==> src/rtl/id_ex_stage.sv <==
// ID/EX pipeline slot: valid/ready handshake between decode and execute,
// optional two-entry skid buffer, flush, and a saturating EX-idle counter.
module id_ex_stage #(
  parameter int REG_W    = 32,
  parameter int ADDR_W   = 5,
  parameter int ALUOP_W  = 8,
  parameter int ALUSEL_W = 3,
  parameter int SKID     = 1,
  parameter int CNT_W    = 16
) (
  input  logic                clk,
  input  logic                rst,
  input  logic                flush,
  input  logic                id_valid,
  output logic                id_ready,
  input  logic [ALUSEL_W-1:0] id_alusel,
  input  logic [ALUOP_W-1:0]  id_aluop,
  input  logic [REG_W-1:0]    id_reg1,
  input  logic [REG_W-1:0]    id_reg2,
  input  logic [ADDR_W-1:0]   id_wd,
  input  logic                id_wreg,
  input  logic [REG_W-1:0]    id_link_addr,
  input  logic                id_is_in_delayslot,
  input  logic                id_next_inst_in_delayslot,
  output logic                ex_valid,
  input  logic                ex_ready,
  output logic [ALUSEL_W-1:0] ex_alusel,
  output logic [ALUOP_W-1:0]  ex_aluop,
  output logic [REG_W-1:0]    ex_reg1,
  output logic [REG_W-1:0]    ex_reg2,
  output logic [ADDR_W-1:0]   ex_wd,
  output logic                ex_wreg,
  output logic [REG_W-1:0]    ex_link_addr,
  output logic                ex_is_in_delayslot,
  output logic                is_in_delayslot_o,
  output logic [CNT_W-1:0]    idle_cnt
);

  localparam int PW = ALUSEL_W + ALUOP_W + 3 * REG_W + ADDR_W + 2;

  logic [PW-1:0]    id_pl;
  logic [PW-1:0]    main_q;
  logic             valid_q;
  logic             dly_q;
  logic             accept;
  logic             handoff;
  logic [CNT_W-1:0] idle_q;

  assign id_pl   = {id_alusel, id_aluop, id_reg1, id_reg2, id_wd, id_wreg,
                    id_link_addr, id_is_in_delayslot};
  assign accept  = id_valid && id_ready;
  assign handoff = valid_q && ex_ready;

  if (SKID != 0) begin : g_skid
    logic [PW-1:0] skid_q;
    logic          skid_full;

    // Ready comes straight from a flop, so ID never sees a combinational path from EX
    assign id_ready = !skid_full;

    // Main holds the older entry; skid catches the one accepted while main is stalled
    always_ff @(posedge clk) begin
      if (!rst || flush) begin
        valid_q   <= 1'b0;
        main_q    <= '0;
        skid_q    <= '0;
        skid_full <= 1'b0;
      end else if (handoff && skid_full) begin
        main_q    <= skid_q;
        skid_full <= 1'b0;
      end else if (accept && (!valid_q || handoff)) begin
        main_q  <= id_pl;
        valid_q <= 1'b1;
      end else if (accept) begin
        skid_q    <= id_pl;
        skid_full <= 1'b1;
      end else if (handoff) begin
        valid_q <= 1'b0;
      end
    end
  end else begin : g_direct
    assign id_ready = !valid_q || ex_ready;

    // Single entry: load on accept, empty on a hand-off with nothing behind it
    always_ff @(posedge clk) begin
      if (!rst || flush) begin
        valid_q <= 1'b0;
        main_q  <= '0;
      end else if (accept) begin
        main_q  <= id_pl;
        valid_q <= 1'b1;
      end else if (handoff) begin
        valid_q <= 1'b0;
      end
    end
  end

  // Delay-slot flag returned to ID tracks the most recent accepted instruction
  always_ff @(posedge clk) begin
    if (!rst || flush) begin
      dly_q <= 1'b0;
    end else if (accept) begin
      dly_q <= id_next_inst_in_delayslot;
    end
  end

  // Count cycles where EX could take work but the slot is empty; flush leaves it alone
  always_ff @(posedge clk) begin
    if (!rst) begin
      idle_q <= '0;
    end else if (ex_ready && !valid_q && idle_q != '1) begin
      idle_q <= idle_q + CNT_W'(1);
    end
  end

  // An empty slot presents a NOP so EX never acts on stale payload
  always_comb begin
    ex_valid = valid_q;
    {ex_alusel, ex_aluop, ex_reg1, ex_reg2, ex_wd, ex_wreg, ex_link_addr,
     ex_is_in_delayslot} = valid_q ? main_q : '0;
  end

  assign is_in_delayslot_o = dly_q;
  assign idle_cnt          = idle_q;

endmodule

==> config.mk <==
export PLATFORM = sky130hd
export DESIGN_NAME = id_ex_stage
export DESIGN_NICKNAME = d
export VERILOG_FILES = /design/src/rtl/id_ex_stage.sv
export SDC_FILE = /design/constraint.sdc
export NUM_CORES = 1
export LEC_CHECK = 0
export BUFFER_PORTS_ARGS = -buffer_cell sky130_fd_sc_hd__buf_2
export CORE_ASPECT_RATIO = 0.6
export CORE_UTILIZATION = 50
export DETAILED_ROUTE_END_ITERATION = 10
export PLACE_DENSITY = 0.75
export SKIP_CTS_REPAIR_TIMING = 1
export SYNTH_ARGS = -nofsm -noshare
export SYNTH_HDL_FRONTEND = slang
export SYNTH_SLANG_ARGS = --single-unit
==> constraint.sdc <==
create_clock -name clk -period 2.2 [get_ports clk]
set_clock_uncertainty 0.2 [all_clocks]
set_input_delay 0.22 -clock clk [delete_from_list [all_inputs] [get_ports clk]]
set_output_delay 0.22 -clock clk [all_outputs]
set_load 0.005 [all_outputs]
## After elaboration in Yosys (flattened, before gate mapping)

Index checks and enable logic that the tools add are counted.

| word-level totals | value |
|---|---|
| register bits | 247 |
| output and inout bits | 133 |

| cells by class | value |
|---|---|
| add/sub/neg operators | 1 |
| eq/ne operators | 2 |
| multiplexer cells | 6 |
| bitwise operators | 2 |
| reductions and logical operators | 17 |

Operators with widths:

| kind | count |
|---|---|
| $mux 114 | 3 |
| $add 16x1->16 const B | 1 |
| $ne 16x16->1 const B | 1 |
| $logic_and 1x1->1 | 6 |
| $reduce_and 3->1 | 2 |
| $reduce_bool 2->1 | 2 |
| $logic_not 1->1 | 3 |
| $mux 1 | 3 |
| $logic_or 1x1->1 | 2 |
| $ne 2x1->1 const B | 1 |
| $not 1->1 | 2 |
| $reduce_and 2->1 | 1 |
| $reduce_or 2->1 | 1 |

## Logic depth before layout (Yosys ltp)

Gate-level depths: netlist of the first run.

| depth | value |
|---|---|
| word-level depth | 5 |
| gate-level depth with buffers | 6 |
| gate-level depth less buffers | 5 |

## Least setup slack after synthesis of the first run

OpenSTA, ideal clock, no wires.

| timing path | value |
|---|---|
| kind | register -> register |
| start point | register valid_q (netlist: ex_valid) |
| end point | register idle_q[15] (netlist: idle_cnt[15]) |
| library setup time | 0.070 ns |
| arrival | 1.721 ns |
| required time | 1.930 ns |
| path slack | 0.209 ns |
| cell stages (with the launch flop) | 6 |
| buffers on the path | 1 |
| path through | dfxtp_1 > nand2b_1 > or4_1 > buf_2 > or4_1 > a21oi_1 |

| between the ends | value |
|---|---|
| cells in the longest elaborated chain, start to end | 3 |

RTL lines:

| element | RTL line | text |
|---|---|---|
| start, declared | 43 | `logic valid_q;` |
| start signal, assigned | 64 | `valid_q <= 1'b0;` |
| start signal, assigned | 73 | `valid_q <= 1'b1;` |
| start signal, assigned | 78 | `valid_q <= 1'b0;` |
| $logic_not 1->1 | 111 | `end else if (ex_ready && !valid_q && idle_q != '1) begin` |
| $logic_and 1x1->1 (2 in series) | 111 |  |
| end signal, assigned | 112 | `idle_q <= idle_q + CNT_W'(1);` |
| end, declared | 47 | `logic [CNT_W-1:0] idle_q;` |

Every way passes these cells.
A chain may end at the register's enable or synchronous reset.

## Worst setup path in the final report of the first run

| timing path | value |
|---|---|
| start point | register valid_q (netlist: ex_valid) |
| end point | output port ex_aluop[6] |

| between the ends | value |
|---|---|
| cells in the longest elaborated chain, start to end | 1 |

RTL lines:

| element | RTL line | text |
|---|---|---|
| $mux 114 | 120 | `ex_is_in_delayslot} = valid_q ? main_q : '0;` |
| end, declared | 28 | `output logic [ALUOP_W-1:0] ex_aluop,` |

Every way passes these cells.

==> results of run 1 <==
==> stage by stage <==
stage	hold slack [ns]	setup TNS, ns	util	cells
after global placement	0.242	0	0.598	1698
final	0.0388	0	0.697	1858
after global routing	0.0686	-0.0350	0.697	1858
after CTS	-0.257	-0.0121	0.638	1739
after detailed placement	0.247	0	0.598	1698
after floorplan	0.143	0	-	1247
==> flip-flops by register name, summed over array words and instances (netlist names) <==
signal,count
ex_valid,1
g_skid.skid_full,1
g_skid.skid_q,114
idle_cnt,16
is_in_delayslot_o,1
main_q,114
==> cell families (layout without fill, tap and decap cells) <==
kind of cell / after synthesis / after routing / share of synthesized area
fa+ha+maj: 1 / 1 / 0.00119
buf+inv: 109 / 446 / 0.0401
compound gates: 261 / 261 / 0.155
flops: 247 / 247 / 0.472
simple gates: 514 / 515 / 0.222
mux: 115 / 115 / 0.110
==> final cells by class <==
type / instances / share of cell area
Sequential cell: 247 / 0.350
Clock buffer: 29 / 0.0452
Timing Repair Buffer: 399 / 0.201
Clock inverter: 12 / 0.0116
Inverter: 6 / 0.00159
Multi-Input combinational cell: 892 / 0.366
Tap cell: 273 / 0.0242
==> placed cells by master, fill, tap and decap left out, types with 2 or more instances in the layout <==
master         synthesis  final
clkbuf_8               0      4
and2_1               114    114
nor2_1               120    119
inv_1                  6      6
buf_12                 0     14
clkinv_2               0      7
nand4_1                5      5
dfxtp_1              247    246
mux2i_1              115    115
nand3b_1               2      2
nand2b_1               5      4
or4_1                  9      8
bufinv_16              0      4
buf_4                  0     14
dlygate4sd3_1          0    118
a21oi_1              130    130
nor4_1                 4      4
nand3_1                7      5
nand2_1              238    237
clkbuf_1              89      2
clkbuf_16              0     23
o21ai_0                5      5
nand3_4                0      2
or3_1                  5      5
a211oi_1             116    116
o31ai_1                8      8
buf_2                  9    252
==> per-layer routing <==
layer  part of all wire  GRT usage  routed length, um  vias up
met5                  0          0                  0        -
met4              0.017     0.0452                491        0
met3              0.061     0.0607               1780       44
met2               0.46      0.394              13600      323
met1               0.46      0.337              13500     4570
li1                   -          -                  -     4903
==> final timing paths <==
path,start,end,slack (ns),depth (start not counted)
setup / recovery,ex_valid,ex_aluop[6],0.10,3
hold / removal,ex_ready,idle_cnt[0],0.04,4
setup reg to reg,idle_cnt[0],idle_cnt[10],0.11,5
hold reg to reg,g_skid.skid_q[30],g_skid.skid_q[30],0.25,2
==> power groups by stage <==
stage / registers, mW / logic, mW / clock network (mW)
global route: 4.61 / 0.895 / 4.49
detailed placement: 4.70 / 0.644 / 0
floorplan: 4.69 / 0.378 / 0
CTS: 4.60 / 0.648 / 4.29
finish: 4.60 / 0.829 / 4.22
global placement: 4.70 / 0.638 / 0
==> worst max-delay path: cells and delay by family, from the launching register on <==
family        cells  cell delay (ns)
simple gates      1             0.25
buf+inv           2             0.50
flops             1             0.37
==> results.yml, run 1 <==
run_status:
  outcome: "finished clean"
placement:
  place_area_um2: 12100
  dp_hpwl_um: 17000
  globalplace.congestion: 0.855
  dp_slack_ns: 0.0347
  port_buffers: 252
synthesis:
  yosysMostFrequentCell: "dfxtp_1"
  synthesis.area_um2: 10500
  ys_top_cells_by_area: "dfxtp_1 (47%), mux2i_1 (11%), nand2_1 (8.5%)"
  synth_async_sr_flop_share: 0
  ys_warn_count: 0
  synth_seq_cells: 247
  synthFlopType: "dfxtp_1"
  synth_cell_type_count: 28
  synth_common_cells: "dfxtp_1 (247), nand2_1 (238), a21oi_1 (130), nor2_1 (120), a211oi_1 (116)"
  yosys.area.top_type: "dfxtp_1"
  syn_avg_cell_area_um2: 8.40
  synth.net_count: 1368
  yosys.area.top_type_share: 0.472
  syn_inst: 1247
  synth_edf_count: 0
  ys_seq_area_frac: 0.472
layout:
  antenna_cells: 0
  nFillCells: 1569
  register_area_um2: 4950
  drive_gt1_frac: 0.207
  multi_input_area_um2: 5170
  area_delta_synth_final_pct: 34.8
  nets: 1690
  fin_area_um2: 14100
timing:
  period_minus_slack_ns: 2.10
  period_share: 0.954
  slew_headroom: 0.647
  max_freq_mhz: 476
  worstMarginPinSlew_ns: 0.524
  setup_violations: 0
  hold_violations: 0
  fin_ws_ns: 0.101
  drv_slew: 0
clocking:
  root_buffer: "clkbuf_16"
  ctsHtreeMaxLevel: 1
  clockBufferDepth: 3
  clk_pin_slew_ns: 0.06
  cts_made_buffers: 23
  clk_latency_ns: 0.50
  cts_tree: "done"
  clock-sinks: 247
worst_setup_path:
  cp_slowest_cell: "dfxtp_4"
  worstSetupPathType: "reg -> out"
  required_ns: 1.78
  worstPathCellList: "buf_12 > and2_1 > buf_2"
  critPathMaxFanout: 120
  worst_ep_arrival_time_ns: 1.68
  max_stage_delay_ns: 0.37
  cp-start-kind: "register"
  end_kind: "primary output"
power_and_ir_drop:
  power.density_nw_per_um2: 683
  leakage_nw: 6.21
  intPower_mw: 7.50
  ir_drop_v: 0.000519
  p_sw_frac: 0.223
  p_comb_frac: 0.086
  p_total_mw: 9.65
  seqPwrFrac: 0.477
  p_clk_frac: 0.438
  switching_power_mw: 2.15
global_route:
  grt_usage: 0.245
  grt_first_pass_wirelength_um: 43700
  grt_overflow: 0
  antenna_found_initial: 0
  grt_pass1_vias: 8660
  grt_max_degree: 120
floorplanning:
  ioPinCount: 253
  rows: 40
  start_util: 0.517
  die_w_um: 189
  die-area_um2: 21600
  fp.dieH_um: 114
  core_um2: 20300
route:
  wl_um: 29300
  route.vias.total: 9840
  routedWlPerCell_um: 15.8
  vias_per_cell: 5.30
  dr.pass1.iters: 5
  postRouteAntennaNets: 0
  drc: 0
  dr.first_iter.drc_count: 729
hold_path:
  hp-class: "in -> reg"
flow_run:
  cap_violations: 0
Power figures use the tool's default switching activity.
==> inputs of run 2 (changes only) <==
- CTS_BUF_LIST: default -> sky130_fd_sc_hd__clkbuf_16
==> results.yml, run 2 (synthesis results as in run 1) <==
run_status:
  outcome: "finished clean"
timing:
  worstMarginPinSlew_ns: 0.535
  drv_slew: 0
  period_minus_slack_ns: 2.11
  hold_violations: 0
  max_freq_mhz: 474
  setup_violations: 0
  period_share: 0.959
  slew_headroom: 0.640
power_and_ir_drop:
  intPower_mw: 7.35
  seqPwrFrac: 0.484
  p_sw_frac: 0.226
  p_comb_frac: 0.087
  p_clk_frac: 0.429
  power.density_nw_per_um2: 675
  ir_drop_v: 0.000514
  p_total_mw: 9.50
  leakage_nw: 6.19
  switching_power_mw: 2.15
route:
  postRouteAntennaNets: 0
  dr.first_iter.drc_count: 691
  routedWlPerCell_um: 15.8
  drc: 0
  vias_per_cell: 5.30
  wl_um: 29400
  route.vias.total: 9854
  dr.pass1.iters: 5
worst_setup_path:
  worst_ep_arrival_time_ns: 1.69
  required_ns: 1.78
  end_kind: "primary output"
  worstSetupPathType: "reg -> out"
  max_stage_delay_ns: 0.37
  cp-startpoint: "ex_valid"
  cp-start-kind: "register"
  worstPathCellList: "buf_12 > and2_1 > buf_2"
  cp_slowest_cell: "dfxtp_4"
  reg2reg_from: "idle_cnt[0]"
  critPathMaxFanout: 120
floorplanning:
  fp.dieH_um: 114
  die_w_um: 189
  start_util: 0.517
  die-area_um2: 21600
  rows: 40
  core_um2: 20300
  ioPinCount: 253
layout:
  layout.cells.non_filler: 1858
  antenna_cells: 0
  final_cell_mix: "buf_2 (252), dfxtp_1 (246), nand2_1 (237), a21oi_1 (130), nor2_1 (119)"
  drive_gt1_frac: 0.204
  area_delta_synth_final_pct: 34.5
  final_common_cell: "buf_2"
  nets: 1690
global_route:
  grt_overflow: 0
  grt_pass1_vias: 8658
  grt_first_pass_wirelength_um: 43700
  grt_usage: 0.245
  grt_max_degree: 120
  antenna_found_initial: 0
clocking:
  cts_made_buffers: 23
  cts_tree: "done"
  clk_pin_slew_ns: 0.06
  ctsHtreeMaxLevel: 1
  clock-sinks: 247
  root_buffer: "clkbuf_16"
  clk_latency_ns: 0.50
  clockBufferDepth: 3
placement:
  dp_hpwl_um: 17000
  port_buffers: 252
  placedCellCount: 1698
  globalplace.congestion: 0.855
hold_path:
  min_from: "ex_ready"
  hp-class: "in -> reg"
flow_run:
  cap_violations: 0
[run 2: worst paths after layout]
path / end / slack [ns] / depth (start not counted)
max: ex_reg2[21] / 0.09 / 3
min reg2reg: g_skid.skid_q[30] / 0.25 / 2
min: idle_cnt[0] / 0.04 / 4
max reg2reg: idle_cnt[10] / 0.11 / 5
[run 2: metal layers]
metal	global-route usage	share of wire	up-vias
li1	-	-	4897
met2	0.394	0.47	313
met5	0	0	-
met1	0.336	0.45	4604
met3	0.0601	0.061	40
met4	0.0452	0.015	0
[run 2: stage by stage]
| step | setup slack [ns] | hold slack, ns | TNS (ns) | instance area, um2 | util |
|---|---|---|---|---|---|
| after global routing | -0.0209 | 0.0696 | -0.0209 | 14100 | 0.695 |
| after detailed placement | 0.0347 | 0.247 | 0 | 12100 | 0.598 |
| final | 0.0907 | 0.0396 | 0 | 14100 | 0.695 |
| after global placement | 0.0659 | 0.242 | 0 | 12100 | 0.598 |
| after floorplan | 0.209 | 0.143 | 0 | 10500 | - |
| after CTS | -0.0111 | -0.257 | -0.0111 | 12900 | 0.636 |
[run 2: worst max-delay path, delay by kind of cell (launching register included)]
family / cells / cell delay (ns)
buffers and inverters: 2 / 0.50
AND/OR/NAND/NOR: 1 / 0.24
flip-flops: 1 / 0.37
[run 2: cell type report]
cell class,instances,area [um2]
multi-input combinational,892,5170
clock buffer,23,576
clock inverter,18,186
sequential,247,4950
fill,1573,6180
timing repair buffer,399,2840
tap,273,342
inverter,6,22.5
[run 2: power groups by stage]
| stage | sequential (mW) | clock (mW) | combinational (mW) |
|---|---|---|---|
| finish | 4.60 | 4.07 | 0.830 |
| global route | 4.61 | 4.34 | 0.896 |
| CTS | 4.60 | 4.13 | 0.648 |
| detailed placement | 4.70 | 0 | 0.644 |
| global placement | 4.70 | 0 | 0.638 |
| floorplan | 4.69 | 0 | 0.378 |
==> inputs of run 3 (changes only) <==
- PLACE_DENSITY: 0.75 -> default
- PLACE_DENSITY_LB_ADDON: default -> 0.3
- RECOVER_POWER: default -> 25
==> results.yml, run 3 (synthesis results as in run 1) <==
route:
  dr.first_iter.drc_count: 821
  route.vias.total: 9788
  wl_um: 28500
  vias_per_cell: 5.29
  postRouteAntennaNets: 0
  routedWlPerCell_um: 15.4
  dr.pass1.iters: 5
  drc: 0
floorplanning:
  die_w_um: 189
  ioPinCount: 253
  die-area_um2: 21600
  fp.dieH_um: 114
  rows: 40
  start_util: 0.517
  core_um2: 20300
global_route:
  antenna_found_initial: 0
  grt_overflow: 0
  grt_pass1_vias: 8447
  grt_max_degree: 131
  grt_first_pass_wirelength_um: 42500
  grt_usage: 0.236
clocking:
  clk_latency_ns: 0.50
  ctsHtreeMaxLevel: 1
  clockBufferDepth: 3
  clock-sinks: 247
  cts_made_buffers: 23
  root_buffer: "clkbuf_16"
  clk_pin_slew_ns: 0.07
  cts_tree: "done"
layout:
  fin_util: 0.688
  final_cell_mix: "buf_2 (249), dfxtp_1 (245), nand2_1 (237), a21oi_1 (130), nor2_1 (119)"
  drive_gt1_frac: 0.197
  antenna_cells: 0
  nets: 1682
  area_delta_synth_final_pct: 33.1
  final_common_cell: "buf_2"
timing:
  setup_violations: 0
  period_share: 0.964
  drv_slew: 0
  period_minus_slack_ns: 2.12
  slew_headroom: 0.503
  max_freq_mhz: 471
  hold_violations: 0
  fin_ws_ns: 0.0786
  worstMarginPinSlew_ns: 0.745
placement:
  dp_hpwl_um: 16300
  globalplace.congestion: 0.928
  port_buffers: 252
  dp_slack_ns: 0.0695
worst_setup_path:
  cp-start-kind: "register"
  required_ns: 2.43
  worstSetupPathType: "reg -> reg"
  reg2reg_slack_ns: 0.08
  end_kind: "register"
  worst_ep_arrival_time_ns: 2.35
  critPathMaxFanout: 6
power_and_ir_drop:
  ir_drop_v: 0.000513
  leakage_nw: 6.12
  power.density_nw_per_um2: 672
run_status:
  outcome: "finished clean"
flow_run:
  cap_violations: 0
hold_path:
  hp-class: "in -> reg"
[run 3: changes by cell type in the layout (fill, tap and decap cells not counted), sizes merged]
| cell | previous run | this run |
|---|---|---|
| buf | 281 | 268 |
| clkbuf | 23 | 29 |
| inv | 8 | 12 |
| clkinv | 12 | 8 |
| bufinv | 4 | 3 |
| nand3 | 8 | 7 |
| clkinvlp | 0 | 1 |
[run 3: where the power goes]
group	total [mW]	internal, mW	switching [mW]
sequential	4.60	4.56	0.0467
clock	3.95	2.25	1.70
combinational	0.824	0.420	0.403
total	9.37	7.23	2.15
[run 3: final timing paths]
check                      from            endpoint  depth (start not counted)
max                 idle_cnt[1]        idle_cnt[10]                          5
min                    ex_ready         idle_cnt[0]                          4
max reg2reg         idle_cnt[1]        idle_cnt[10]                          5
min reg2reg  g_skid.skid_q[105]  g_skid.skid_q[105]                          2
[run 3: critical path, cell delays in order, from the launching register on]
cell and delay, ns:
dfxtp_1 0.44, ha_2 0.27, nand2_1 0.11, or3_1 0.40, or4_1 0.48, a21oi_1 0.15
[run 3: metrics by stage]
step / setup TNS [ns] / instance area [um2] / instances / power, mW / hold WS, ns
detailed placement: 0 / 12000 / 1691 / 5.34 / 0.247
finish: 0 / 13900 / 1850 / 9.37 / 0.00504
floorplan: 0 / 10500 / 1247 / 5.06 / 0.143
global placement: 0 / 12000 / 1691 / 5.33 / 0.242
CTS: -17.16 / 12800 / 1732 / 9.25 / -0.261
global route: -0.0142 / 13900 / 1850 / 9.72 / 0.00142
[run 3: layout make-up]
class                      count  area, um2
inverter                       6       22.5
timing repair buffer         392       2740
fill                        1593       6320
clock buffer                  23        576
sequential                   247       4950
clock inverter                18        156
multi-input combinational    891       5170
tap                          273        342
[run 3: metal layers]
layer,GRT usage,vias up,part of all wire
li1,-,4877,-
met1,0.340,4525,0.47
met2,0.362,340,0.46
met3,0.0490,46,0.061
met4,0.0565,0,0.017
met5,0,-,0
